$ cat src/rtl/traffic_light.sv
// rtl/traffic_light.sv - two-road fixed-time traffic light controller with pedestrian walk phase
module traffic_light #(
    parameter int HALF_SEC_CYCLES = 50_000_000,
    parameter int T_GREEN         = 5,
    parameter int T_YELLOW        = 2,
    parameter int T_WALK          = 3,
    parameter int T_FLASH         = 3
) (
    input  logic clk,
    input  logic rst,
    output logic Ga,
    output logic Ya,
    output logic Ra,
    output logic Gb,
    output logic Yb,
    output logic Rb,
    output logic Gw,
    output logic Rw
);

    // The second counter only ever has to reach the longest state duration minus one.
    localparam int TMAX_GY = (T_GREEN > T_YELLOW) ? T_GREEN : T_YELLOW;
    localparam int TMAX_WF = (T_WALK > T_FLASH) ? T_WALK : T_FLASH;
    localparam int TMAX    = (TMAX_GY > TMAX_WF) ? TMAX_GY : TMAX_WF;
    localparam int PW      = (HALF_SEC_CYCLES > 1) ? $clog2(HALF_SEC_CYCLES) : 1;
    localparam int CW      = (TMAX > 1) ? $clog2(TMAX) : 1;

    localparam logic [PW-1:0] PRE_MAX = PW'(HALF_SEC_CYCLES - 1);

    typedef enum logic [2:0] {
        A_GRN = 3'd0,
        A_YEL = 3'd1,
        B_GRN = 3'd2,
        B_YEL = 3'd3,
        WALK  = 3'd4,
        FLASH = 3'd5
    } state_e;

    state_e        state_q, state_d;
    state_e        next_state;
    logic [PW-1:0] pre_q, pre_d;
    logic          phase_q, phase_d;
    logic [CW-1:0] sec_q, sec_d;
    logic [CW-1:0] limit;
    logic          half_tick;
    logic          sec_tick;
    logic          illegal;

    // State, prescaler, half-second phase and second counter registers.
    always_ff @(posedge clk or negedge rst) begin
        if (!rst) begin
            state_q <= A_GRN;
            pre_q   <= '0;
            phase_q <= 1'b0;
            sec_q   <= '0;
        end else begin
            state_q <= state_d;
            pre_q   <= pre_d;
            phase_q <= phase_d;
            sec_q   <= sec_d;
        end
    end

    // Tick generation, state sequencing and Moore lamp decode from state and phase.
    always_comb begin
        half_tick  = (pre_q == PRE_MAX);
        sec_tick   = half_tick & phase_q;
        pre_d      = half_tick ? '0 : pre_q + 1'b1;
        phase_d    = phase_q ^ half_tick;

        limit      = CW'(T_GREEN - 1);
        next_state = A_GRN;
        illegal    = 1'b0;
        Ga = 1'b0; Ya = 1'b0; Ra = 1'b0;
        Gb = 1'b0; Yb = 1'b0; Rb = 1'b0;
        Gw = 1'b0; Rw = 1'b0;

        case (state_q)
            A_GRN: begin
                limit      = CW'(T_GREEN - 1);
                next_state = A_YEL;
                Ga = 1'b1; Rb = 1'b1; Rw = 1'b1;
            end
            A_YEL: begin
                limit      = CW'(T_YELLOW - 1);
                next_state = B_GRN;
                Ya = 1'b1; Rb = 1'b1; Rw = 1'b1;
            end
            B_GRN: begin
                limit      = CW'(T_GREEN - 1);
                next_state = B_YEL;
                Gb = 1'b1; Ra = 1'b1; Rw = 1'b1;
            end
            B_YEL: begin
                limit      = CW'(T_YELLOW - 1);
                next_state = WALK;
                Yb = 1'b1; Ra = 1'b1; Rw = 1'b1;
            end
            WALK: begin
                limit      = CW'(T_WALK - 1);
                next_state = FLASH;
                Ra = 1'b1; Rb = 1'b1; Gw = 1'b1;
            end
            FLASH: begin
                limit      = CW'(T_FLASH - 1);
                next_state = A_GRN;
                Ra = 1'b1; Rb = 1'b1; Rw = ~phase_q;
            end
            default: begin
                // Unused encodings show all-red for their single cycle, then restart.
                limit      = '0;
                next_state = A_GRN;
                illegal    = 1'b1;
                Ra = 1'b1; Rb = 1'b1; Rw = 1'b1;
            end
        endcase

        state_d = state_q;
        sec_d   = sec_q;
        if (sec_tick) begin
            if (sec_q == limit) begin
                state_d = next_state;
                sec_d   = '0;
            end else begin
                sec_d = sec_q + 1'b1;
            end
        end
        if (illegal) begin
            state_d = A_GRN;
            sec_d   = '0;
        end
    end

endmodule

$ cat config.mk
export PLATFORM = sky130hd
export DESIGN_NAME = traffic_light
export DESIGN_NICKNAME = d
export VERILOG_FILES = /design/src/rtl/traffic_light.sv
export SDC_FILE = /design/constraint.sdc
export NUM_CORES = 1
export LEC_CHECK = 0
export ABC_AREA = 1
export CORE_MARGIN = 10
export CORE_UTILIZATION = 35
export CTS_BUF_LIST = sky130_fd_sc_hd__clkbuf_4 sky130_fd_sc_hd__clkbuf_8 sky130_fd_sc_hd__clkbuf_16
export CTS_CLUSTER_DIAMETER = 40
export DETAILED_ROUTE_END_ITERATION = 6
export PLACE_DENSITY = 0.54
export SETUP_SLACK_MARGIN = 0.4
export SYNTH_ARGS = -nofsm -noshare
export SYNTH_HDL_FRONTEND = slang
export SYNTH_SLANG_ARGS = --single-unit
$ cat constraint.sdc
create_clock -name clk -period 2.1 [get_ports clk]
set_clock_uncertainty 0.1 [all_clocks]
set_input_delay 0.63 -clock clk [delete_from_list [all_inputs] [get_ports clk]]
set_output_delay 0.63 -clock clk [all_outputs]
set_load 0.1 [all_outputs]
After elaboration in Yosys (flattened, before gate mapping)
Cells that the tools add are included.
{"block": "op_classes", "n_addsub": 2, "eq_ne": 9, "muxes": 17, "n_bitwise": 3, "n_reduce_logical": 8}
{"cell": "adder 26 x 1 -> 26 bit (second input constant)", "count": 1}
{"cell": "equality test 26 bit (second input constant)", "count": 1}
{"cell": "2-to-1 mux 26 bit", "count": 1}
{"cell": "2-to-1 mux 3 bit", "count": 6}
{"cell": "case mux 3 bit (5 select lines)", "count": 1}
{"cell": "OR reduction 2 bit", "count": 5}
{"cell": "case mux 3 bit (3 select lines)", "count": 1}
{"cell": "2-to-1 mux 1 bit", "count": 7}
{"cell": "equality test 3 x 2 -> 1 bit (second input constant)", "count": 2}
{"cell": "equality test 3 bit (second input constant)", "count": 2}
{"cell": "OR reduction 6 bit", "count": 1}
{"cell": "inequality test 2 x 1 -> 1 bit (second input constant)", "count": 2}
{"cell": "adder 3 x 1 -> 3 bit (second input constant)", "count": 1}
{"cell": "equality test 3 x 1 -> 1 bit (second input constant)", "count": 1}
{"cell": "equality test 3 bit", "count": 1}
{"cell": "logical NOT 3 bit", "count": 1}
{"cell": "case mux 1 bit (2 select lines)", "count": 1}
{"cell": "AND reduction 2 bit", "count": 1}
{"cell": "bitwise AND 1 bit", "count": 1}
{"cell": "NOT 1 bit", "count": 1}
{"cell": "XOR 1 bit", "count": 1}
{"block": "totals", "ff_bits": 33, "input_bits": 2, "out_inout_bits": 8, "wordCells": 43}

Depth between registers and ports, before layout
{"block": "logic_depth", "ltp_word": 7, "depth_mapped": 13, "mapped_depth_nobuf": 13}

Worst setup path after synthesis
OpenSTA, ideal clock, no wires.
{"block": "synth_timing", "path_kind": "register -> output", "startpoint": "reg state_q[1]", "endpoint": "out Rw", "arrival_time_ns": 2.892, "t_required_ns": 1.370, "setup_slack_ns": -1.522, "path_stages_with_launch": 5, "path_buffers": 0, "cell_sequence": "dfrtp_1 inv_1 nand2_1 nor2_1 a31oi_1"}
{"block": "synth_between", "elab_chain_cells": 2, "elab_cells_between_ends": 3, "classes_between": "eq/ne (2); mux (1)"}
{"item": "from (decl)", "line": "39", "rtl": "state_e state_q, state_d;"}
{"item": "from (signal assigned)", "line": "57", "rtl": "state_q <= state_d;"}
{"item": "equality test 3 bit", "line": "78", "rtl": "case (state_q)"}
{"item": "case mux 1 bit (2 select lines) *", "line": "78"}
{"item": "to (decl)", "line": "18", "rtl": "output logic Rw"}
Mark *: on every way between the ends. The rest lies on a longest branch, timed or not.

Worst setup path in the final report
{"block": "layout_timing", "startpoint": "reg state_q[2]", "endpoint": "out Ga"}
{"block": "layout_between", "elab_chain_cells": 2}
{"item": "logical NOT 3 bit", "line": "78"}
{"item": "2-to-1 mux 1 bit", "line": "78"}
{"item": "to (decl)", "line": "11", "rtl": "output logic Ga,"}
Every way passes these cells.

==> flow_metrics.env <==
export IMPL_status="finished, final reports clean"
export IMPL_grt_pass1_wl_microns=8170
export IMPL_fin_crit_ns=2.02
export IMPL_crit_type="register to output pin"
export IMPL_cts_buffer_depth=2
export IMPL_grt_overflow=0
export IMPL_crit_fanout=4
export IMPL_ys_seq_elements=33
export IMPL_drtIter0Drc=103
export IMPL_power_leakage_nw=1.28
export IMPL_io_buffers=9
export IMPL_die_w_microns=95.2
export IMPL_diodes=0
export IMPL_intPower_w=0.000934
export IMPL_clkSlewWorstSetupHoldPaths_ns=0.07
export IMPL_grt_max_degree=34
export IMPL_synth_compound_area_frac=0.0411
export IMPL_rr_startpoint="pre_q[4]"
export IMPL_cpMaxStageDelayCell="dfrtp_2"
export IMPL_p_seq_frac=0.536
export IMPL_rsz0062_at_grt="true"
export IMPL_syn_nets=282
export IMPL_required_ns=1.37
export IMPL_layout_area_seq_sq_um=831
export IMPL_antenna_found_initial=0
export IMPL_cts_sinks=33
export IMPL_cellPowerDensity_nw_per_um2=424
export IMPL_cts_buffers=5
export IMPL_cp_startpoint="state_q[2]"
export IMPL_synth_cell_types=27
export IMPL_hold_start="pre_q[10]"
export IMPL_max_slew_margin=0.717
export IMPL_switching_share=0.212
export IMPL_routed_wl_microns=4910
export IMPL_hold_viol_final=0
export IMPL_combinationalPowerShare=0.013
export IMPL_critPathMaxStageDelay_ns=0.45
export IMPL_start_util=0.360
export IMPL_rows=27
export IMPL_tns_ns=0
export IMPL_placed_area_sq_um=2360
export IMPL_synth_area_mux_share=0
export IMPL_drt_pass1_iter_count=4
export IMPL_dieArea_sq_um=9070
export IMPL_wl_per_cell_microns=12.6
export IMPL_drive_gt1_frac=0.307
export IMPL_synth_fa_ha_area_frac=0.0190
export IMPL_track_usage=0.114
export IMPL_syn_area_per_cell_sq_um=7.15
export IMPL_synth_top_family_by_area="simple AND/OR/NAND/NOR gates"
export IMPL_synth_warnings=0
export IMPL_hpwl_microns=3440
export IMPL_worst_slew_pin_slew_ns=0.425
export IMPL_drt_vias_per_instance=4.67
export IMPL_syn_to_final_growth_pct=41.1
export IMPL_fmax_mhz=494
export IMPL_routabilityCongestion=0.872
export IMPL_cp_end_kind="output pin"
export IMPL_crit_chain="or2_4 -> nor2_4 -> buf_12"
export IMPL_setup_viol=0
export IMPL_hold_path_class="register to register"
export IMPL_syn_area_sq_um=1980
export IMPL_layout_commonest_cell="nand2_1"
export IMPL_synth_xor_area_share=0.0663
export IMPL_netlist_instances=277
export IMPL_ant_nets=0
export IMPL_fin_area_sq_um=2790
export IMPL_cts_root_buf="clkbuf_8"
export IMPL_htreeDepth=2
export IMPL_post_route_period_util=0.964
export IMPL_cts_tree="built"
export IMPL_multi_input_area_sq_um=1240
export IMPL_nNetsFinal=323
export IMPL_grt_pass1_vias=1743
export IMPL_drc_errors=0
export IMPL_vdd_drop_max_mv=0.242
export IMPL_clock_power_share=0.451
export IMPL_layout_common_cells="nand2_1, nor2_1, dfrtp_1"
export IMPL_insertion_delay_ns=0.29
export IMPL_fillers=533
export IMPL_synth_simple_area_share=0.392
export IMPL_coreArea_sq_um=5510
export IMPL_arrival_ns=1.29
export IMPL_power_switching_w=0.000251
export IMPL_finalMaxSlewViolations=0
export IMPL_finalPower_w=0.00119
export IMPL_ios=10
export IMPL_vias=1827
export IMPL_die_h_microns=95.2
export IMPL_startpoint_type="register"
export IMPL_ys_seq_area_frac=0.417
export IMPL_maxCapViolCount=0
==> sequential cells by signal, indices dropped and copies added (netlist names) <==
signal   flops
pre_q       26
state_q      3
sec_q        3
phase_q      1
==> cell usage after synthesis <==
master / n / area share
nand3_2: 1 / 0.0051
o21bai_1: 1 / 0.0038
dfrtp_1: 33 / 0.42
a21oi_1: 4 / 0.010
and3_1: 1 / 0.0032
o21ai_0: 2 / 0.0051
or2_1: 1 / 0.0032
nor3_1: 1 / 0.0025
nor3b_1: 1 / 0.0038
o22ai_1: 3 / 0.0095
buf_2: 1 / 0.0025
a21o_1: 1 / 0.0038
a31oi_1: 1 / 0.0032
nor2_2: 5 / 0.016
inv_2: 2 / 0.0038
nand2_1: 82 / 0.16
nor2_1: 60 / 0.11
ha_1: 3 / 0.019
nand2_2: 7 / 0.022
xor2_1: 9 / 0.040
inv_1: 28 / 0.053
o21bai_2: 1 / 0.0057
nand3_1: 16 / 0.040
nand4_1: 3 / 0.0095
xnor2_1: 6 / 0.027
nor2_4: 3 / 0.017
buf_6: 1 / 0.0057
==> metal layers <==
metal,GRT usage,vias to the layer above,wire length [microns]
li1,-,939,-
met1,0.149,846,2270
met2,0.168,36,2270
met3,0.0377,6,304
met4,0.0524,0,68
met5,0,-,0
==> power groups by stage <==
stage | clock, W | sequential [W] | combinational [W]
floorplan | 0 | 0.000648 | 0.000000000548
global placement | 0 | 0.000647 | 0.0000168
detailed placement | 0 | 0.000647 | 0.0000165
CTS | 0.000552 | 0.000635 | 0.0000165
global route | 0.000585 | 0.000635 | 0.0000179
finish | 0.000535 | 0.000635 | 0.0000150
==> worst max-delay path: cells and delay by family, from the launching register on <==
kind | cells | cell delay (ns)
simple gates | 2 | 0.37
buf+inv | 1 | 0.18
flops | 1 | 0.45
==> final cells by class <==
class | count | share of cell area
Clock inverter | 1 | 0.00179
Tap cell | 72 | 0.0322
Sequential cell | 33 | 0.297
Timing Repair Buffer | 35 | 0.147
Multi-Input combinational cell | 213 | 0.444
Inverter | 30 | 0.0430
Clock buffer | 7 | 0.0345
==> timing repair <==
| item | CTS | global route |
|---|---|---|
| gates cloned | 0 | 1 |
| pin swaps | 11 | 15 |
| gates resized for setup | 16 | 28 |
| setup buffers | 14 | 7 |
| endpoints found under the setup margin | 14 | 31 |
| hold buffers | 0 | 0 |
==> path summary, 6_finish.rpt <==
| path | end | slack [ns] | depth (start not counted) |
|---|---|---|---|
| setup reg to reg | sec_q[2] | 0.20 | 12 |
| setup / recovery | Ga | 0.08 | 3 |
| min in group asynchronous | phase_q | 0.64 | 2 |
| max in group asynchronous | state_q[0] | 0.93 | 2 |
| hold reg to reg | pre_q[10] | 0.43 | 1 |
| hold / removal | pre_q[10] | 0.43 | 1 |
==> cell families (layout without fill, tap and decap cells) <==
group / Yosys count / after routing
AND/OR/NAND/NOR: 181 / 182
flip-flops: 33 / 33
AO/OA/AOI/OAI: 13 / 13
XOR/XNOR: 15 / 15
buffers and inverters: 32 / 73
adder cells (fa/ha/maj): 3 / 3
==> per-stage QoR <==
step,setup WS [ns],std cells,util,hold slack (ns)
after floorplan,-0.0728,277,-,0.234
after global placement,0.240,361,0.429,0.383
after detailed placement,0.180,361,0.429,0.393
after CTS,0.0692,383,0.476,0.430
after global routing,0.0240,391,0.507,0.479
final,0.0762,391,0.507,0.426
Note: power is estimated with default switching activity, not from simulation.
==> RTL change 1, RTL diff (config.mk and constraints unchanged) <==
Make the reset (`rst`) synchronous in one clocked block.
--- a/src/rtl/traffic_light.sv
+++ b/src/rtl/traffic_light.sv
@@ -47,7 +47,7 @@
     logic          illegal;
 
     // State, prescaler, half-second phase and second counter registers.
-    always_ff @(posedge clk or negedge rst) begin
+    always_ff @(posedge clk) begin
         if (!rst) begin
             state_q <= A_GRN;
             pre_q   <= '0;
Check against the original RTL: no difference found for any inputs over 10 cycles, from zero or initial values and one cycle with rst low; that may be too few to reach the edited logic, so the function may still have changed.
==> RTL change 1 against the unedited design <==
Fmax up 2.1%; cell area decreased by 8.5%; wire length decreased by 4.2%; global-route usage fell by 0.28 points; setup slack improved by 0.042 ns; synthesized area decreased by 7.0%; worst hold slack got worse by 0.048 ns; sequential cell count stayed put.
Power is not compared: it rests on default switching activity, and its combinational part moved more than twofold at a synthesized area within 25%.
==> RTL change 1: results (changes against the unedited design) <==
* R2R Path End: state_q[2]$_SDFFE_PN0P_ (was sec_q[2]$_DFFE_PN0P_)
* Vias per cell at 4.573 (was 4.673)
* Hold Crit Start: pre_q[22]$_SDFF_PP0_ (was pre_q[10]$_DFF_PN0_)
* Cells on worst reg2reg path at 11 (was 12)
* Worst-Skew Late Latency at 0.28 ns
* Via count at 1829 (was 1827)
* Netlist cell types at 24 (was 27)
* Largest net degree at the start of global routing at 27 (was 34)
* Post-Syn Instances at 290 (was 277)
* Initial DRC Count at 47 (was 103)
* Xor/xnor share of the synthesized area at 0.05707 (was 0.06633)
* #MultiIn Comb at 224 (was 213)
* Fin crit share at 0.9439 (was 0.9637)
* WHS Endpoint: pre_q[22]$_SDFF_PP0_ (was pre_q[10]$_DFF_PN0_)
* Fraction of area in multi-input gates at 0.4694 (was 0.4442)
* Seq area share at 0.2658 (was 0.2974)
* Reg2reg setup slack at 0.37 ns (was 0.20 ns)
* Placed Cells at 374 (was 361)
* Signal inverters at 31 (was 30)
* Ys Warns at 0 (unchanged)
* Syn_nets at 295 (was 282)
* Status: completed (unchanged)
* Total Power at 1206 uW
* Ranking of synthesized cells by area: dfxtp_1 36%, nand2_1 18%, nor2_1 14% (was dfrtp_1 42%, nand2_1 16%, nor2_1 11%)
* Hpwl dp at 3384 um (was 3436 um)
* Placed instance area at 2207 um^2 (was 2361 um^2)
* GRT Overall Usage at 0.1116 (was 0.1144)
* Nonclk buf count at 34 (was 35)
* First-pass GRT wire length at 7962 um (was 8169 um)
* Fill cells at 499 (was 533)
* Async S/R FF share, synth at 0 (was 1.000)
* Nets at 334 (was 323)
* Commonest cells post-synth: 87 x nand2_1, 69 x nor2_1, 33 x dfxtp_1 (was 82 x nand2_1, 60 x nor2_1, 33 x dfrtp_1)
* Least-Margin Pin Slew at 0.3911 ns (was 0.4252 ns)
* Wirelength per Cell at 11.76 um (was 12.57 um)
* CP Max Fanout at 5 (was 4)
* Peak supply drop at 0.2662 mV
* # rows at 26 (was 27)
* Clk tree area frac at 0.03965 (was 0.03627)
* Min-delay worst type: flop to flop (unchanged)
* Internal at 943.7 uW
* First-pass DRT Iterations at 5 (was 4)
* Placer congestion estimate at 0.9385 (was 0.8719)
* Setup crit start: state_q[2]$_SDFFE_PN0P_ (was state_q[2]$_DFFE_PN0P_)
* Ratio of cells with drive above 1 in the final layout at 0.2818 (was 0.3072)
* Pre-CTS setup slack at 0.1080 ns (was 0.1799 ns)
* Post-Synth Adder-Cell Area at 0.02038 (was 0.01895)
* Worst R2R Start: pre_q[19]$_SDFF_PP0_ (was pre_q[4]$_DFF_PN0_)
* WP data arrival at 1.25 ns (was 1.29 ns)
* Buffering overhead at 0.1400 (was 0.1469)
* CP endpoint: Rb (was Ga)
* Register area share after synthesis at 0.3587 (was 0.4169)
* Worst hold path stage count at 2 (was 1)
* Compound-cell area share of the yosys netlist at 0.05299 (was 0.04106)
* Worst hold slack at 0.3785 ns (was 0.4260 ns)
## RTL change 1: cell count changes in the layout (fill, tap and decap cells not counted), moves of 4 or more
cell / delta
a21oi_1: +9
xor2_1: -5
dfxtp_4: +4
nor2_4: -5
nand2_1: +5
buf_4: +11
buf_6: -12
nand3b_1: +4
nor2_1: +8
dfrtp_2: -4
dfxtp_1: +26
dfrtp_1: -29
## RTL change 1: repair_timing
item,CTS,global route
buffers inserted,14,3
pin swaps,13,5
setup endpoints to repair,40,40
gates cloned,0,1
resized for setup,22,13
## RTL change 1: routing by layer
metal  global-route usage  wire length (um)
met5                    0                 0
met4              0.03470                75
met3              0.02906               181
met2               0.2012              2348
met1               0.1249              2100
## RTL change 1: worst max-delay path: stages, from the launching register on
cell and delay [ns]:
dfxtp_4 0.38, inv_4 0.06, nand2_4 0.06, nor2_4 0.09, inv_2 0.05, nand2_2 0.07
clkinvlp_4 0.09, buf_12 0.17
==> RTL change 2, RTL diff (same flow settings) <==
Without the edit above. The parameter `HALF_SEC_CYCLES` goes from 50_000_000 to 100_000_000.
--- a/src/rtl/traffic_light.sv
+++ b/src/rtl/traffic_light.sv
@@ -1,6 +1,6 @@
 // rtl/traffic_light.sv - two-road fixed-time traffic light controller with pedestrian walk phase
 module traffic_light #(
-    parameter int HALF_SEC_CYCLES = 50_000_000,
+    parameter int HALF_SEC_CYCLES = 100_000_000,
     parameter int T_GREEN         = 5,
     parameter int T_YELLOW        = 2,
     parameter int T_WALK          = 3,
Behaviour: no difference found for any inputs over 10 cycles, from zero or initial values and one cycle with rst low; that may be too few to reach the edited logic, so the function may still have changed.
==> RTL change 2 against the unedited design <==
Wire length rose by 14%; critical path depth did not move; setup slack barely moved; first-iteration DRC count rose by 50%; power rose by 0.41%; synthesized area rose by 6.4%; via count rose by 9.7%; fmax barely moved; global-route usage rose by 0.69 points; cell area rose by 7.3%; non-clock buffer count rose by 16; worst hold slack got worse by 0.22 ns; sequential cell count rose by 1; highest routed layer unchanged.
==> RTL change 2: results (changes against the unedited design) <==
* Status: completed (unchanged)
* Internal at 933.8 uW (was 934.4 uW)
* Via count at 2005 (was 1827)
* Pre-CTS setup slack at 0.1924 ns (was 0.1799 ns)
* Placed Cells at 381 (was 361)
* Met2 Wirelength at 2799 um (was 2265 um)
* Worst rel slew slack at 0.6505 (was 0.7166)
* Post-synthesis area per instance at 7.147 um^2 (was 7.150 um^2)
* Reg2reg setup slack at 0.31 ns (was 0.20 ns)
* Wirelength per Cell at 13.19 um (was 12.57 um)
* P_leak at 0.001406 uW (was 0.001281 uW)
* Vias in the first global route at 1991 (was 1743)
* Netlist cell types at 24 (was 27)
* Sequential power share at 0.550 (was 0.536)
* Crit-path max cell delay at 0.49 ns (was 0.45 ns)
* Hpwl dp at 3985 um (was 3436 um)
* Peak supply drop at 0.3615 mV (was 0.2415 mV)
* Resized cells post-CTS at 15 (was 16)
* Met2 Use GR at 0.2034 (was 0.1676)
* Post-synth top flop: dfrtp_1 (unchanged)
* Total Wirelength at 5621 um (was 4913 um)
* Nets at 355 (was 323)
* # Post-CTS Setup Buffers at 26 (was 14)
* Metal1 wirelength at 2407 um (was 2273 um)
* Placed instance area at 2477 um^2 (was 2361 um^2)
* CP endpoint: Rw (was Ga)
* M1 GR Usage at 0.1405 (was 0.1487)
* R2R Path End: state_q[1]$_DFFE_PN0P_ (was sec_q[2]$_DFFE_PN0P_)
* Initial DRC Count at 154 (was 103)
* Min-delay worst type: primary input to asynchronous set/reset pin (was flop to flop)
* Regs by FF count: pre_q: 27 flops, sec_q: 3 flops, state_q: 3 flops (was pre_q: 26 flops, sec_q: 3 flops, state_q: 3 flops)
* CP Max Fanout at 6 (was 4)
* First-pass GRT wire length at 9501 um (was 8169 um)
* Worst R2R Start: pre_q[23]$_DFF_PN0_ (was pre_q[4]$_DFF_PN0_)
* Largest net degree at the start of global routing at 23 (was 34)
* Total Power at 1190 uW (was 1185 uW)
* Worst hold slack at 0.2089 ns (was 0.4260 ns)
* Commonest cells post-synth: 97 x nand2_1, 55 x nor2_1, 34 x dfrtp_1, 34 x inv_1, 18 x nand3_1 (was 82 x nand2_1, 60 x nor2_1, 33 x dfrtp_1)
* Clock power share at 0.437 (was 0.451)
* Cells on worst reg2reg path at 11 (was 12)
* Ratio of cells with drive above 1 in the final layout at 0.3447 (was 0.3072)
* GRT Overall Usage at 0.1213 (was 0.1144)
* Worst-Skew Late Latency at 0.29 ns (about the same)
* Fin crit share at 0.9639 (was 0.9637)
* Syn_nets at 300 (was 282)
* GR Layer Usage met3 at 0.02774 (was 0.03771)
* Register area share after synthesis at 0.4036 (was 0.4169)
[RTL change 2: cell count changes after synthesis, sizes merged, moves of 2 or more]
| cell | unedited run | this run |
|---|---|---|
| nand2 | 89 | 98 |
| nor3 | 1 | 8 |
| inv | 30 | 35 |
| a21oi | 4 | 2 |
| o21bai | 2 | 0 |
| o22ai | 3 | 1 |
[RTL change 2: kinds of logic after synthesis]
group,share of synthesized area
buffers and inverters,0.08071
AOI/OAI and AO/OA,0.01543
xor gates and xnor gates,0.07062
and+or+nand+nor,0.4119
DFF,0.4036
adders and majority gates,0.01781
[RTL change 2: layout make-up]
| cell class | count | area [um^2] |
|---|---|---|
| Clock buffer | 7 | 90.09 |
| Clock inverter | 1 | 5.005 |
| Fill cell | 573 | 2889 |
| Inverter | 36 | 151.4 |
| Multi-Input combinational cell | 222 | 1262 |
| Sequential cell | 34 | 857.1 |
| Tap cell | 75 | 93.84 |
| Timing Repair Buffer | 51 | 536.8 |
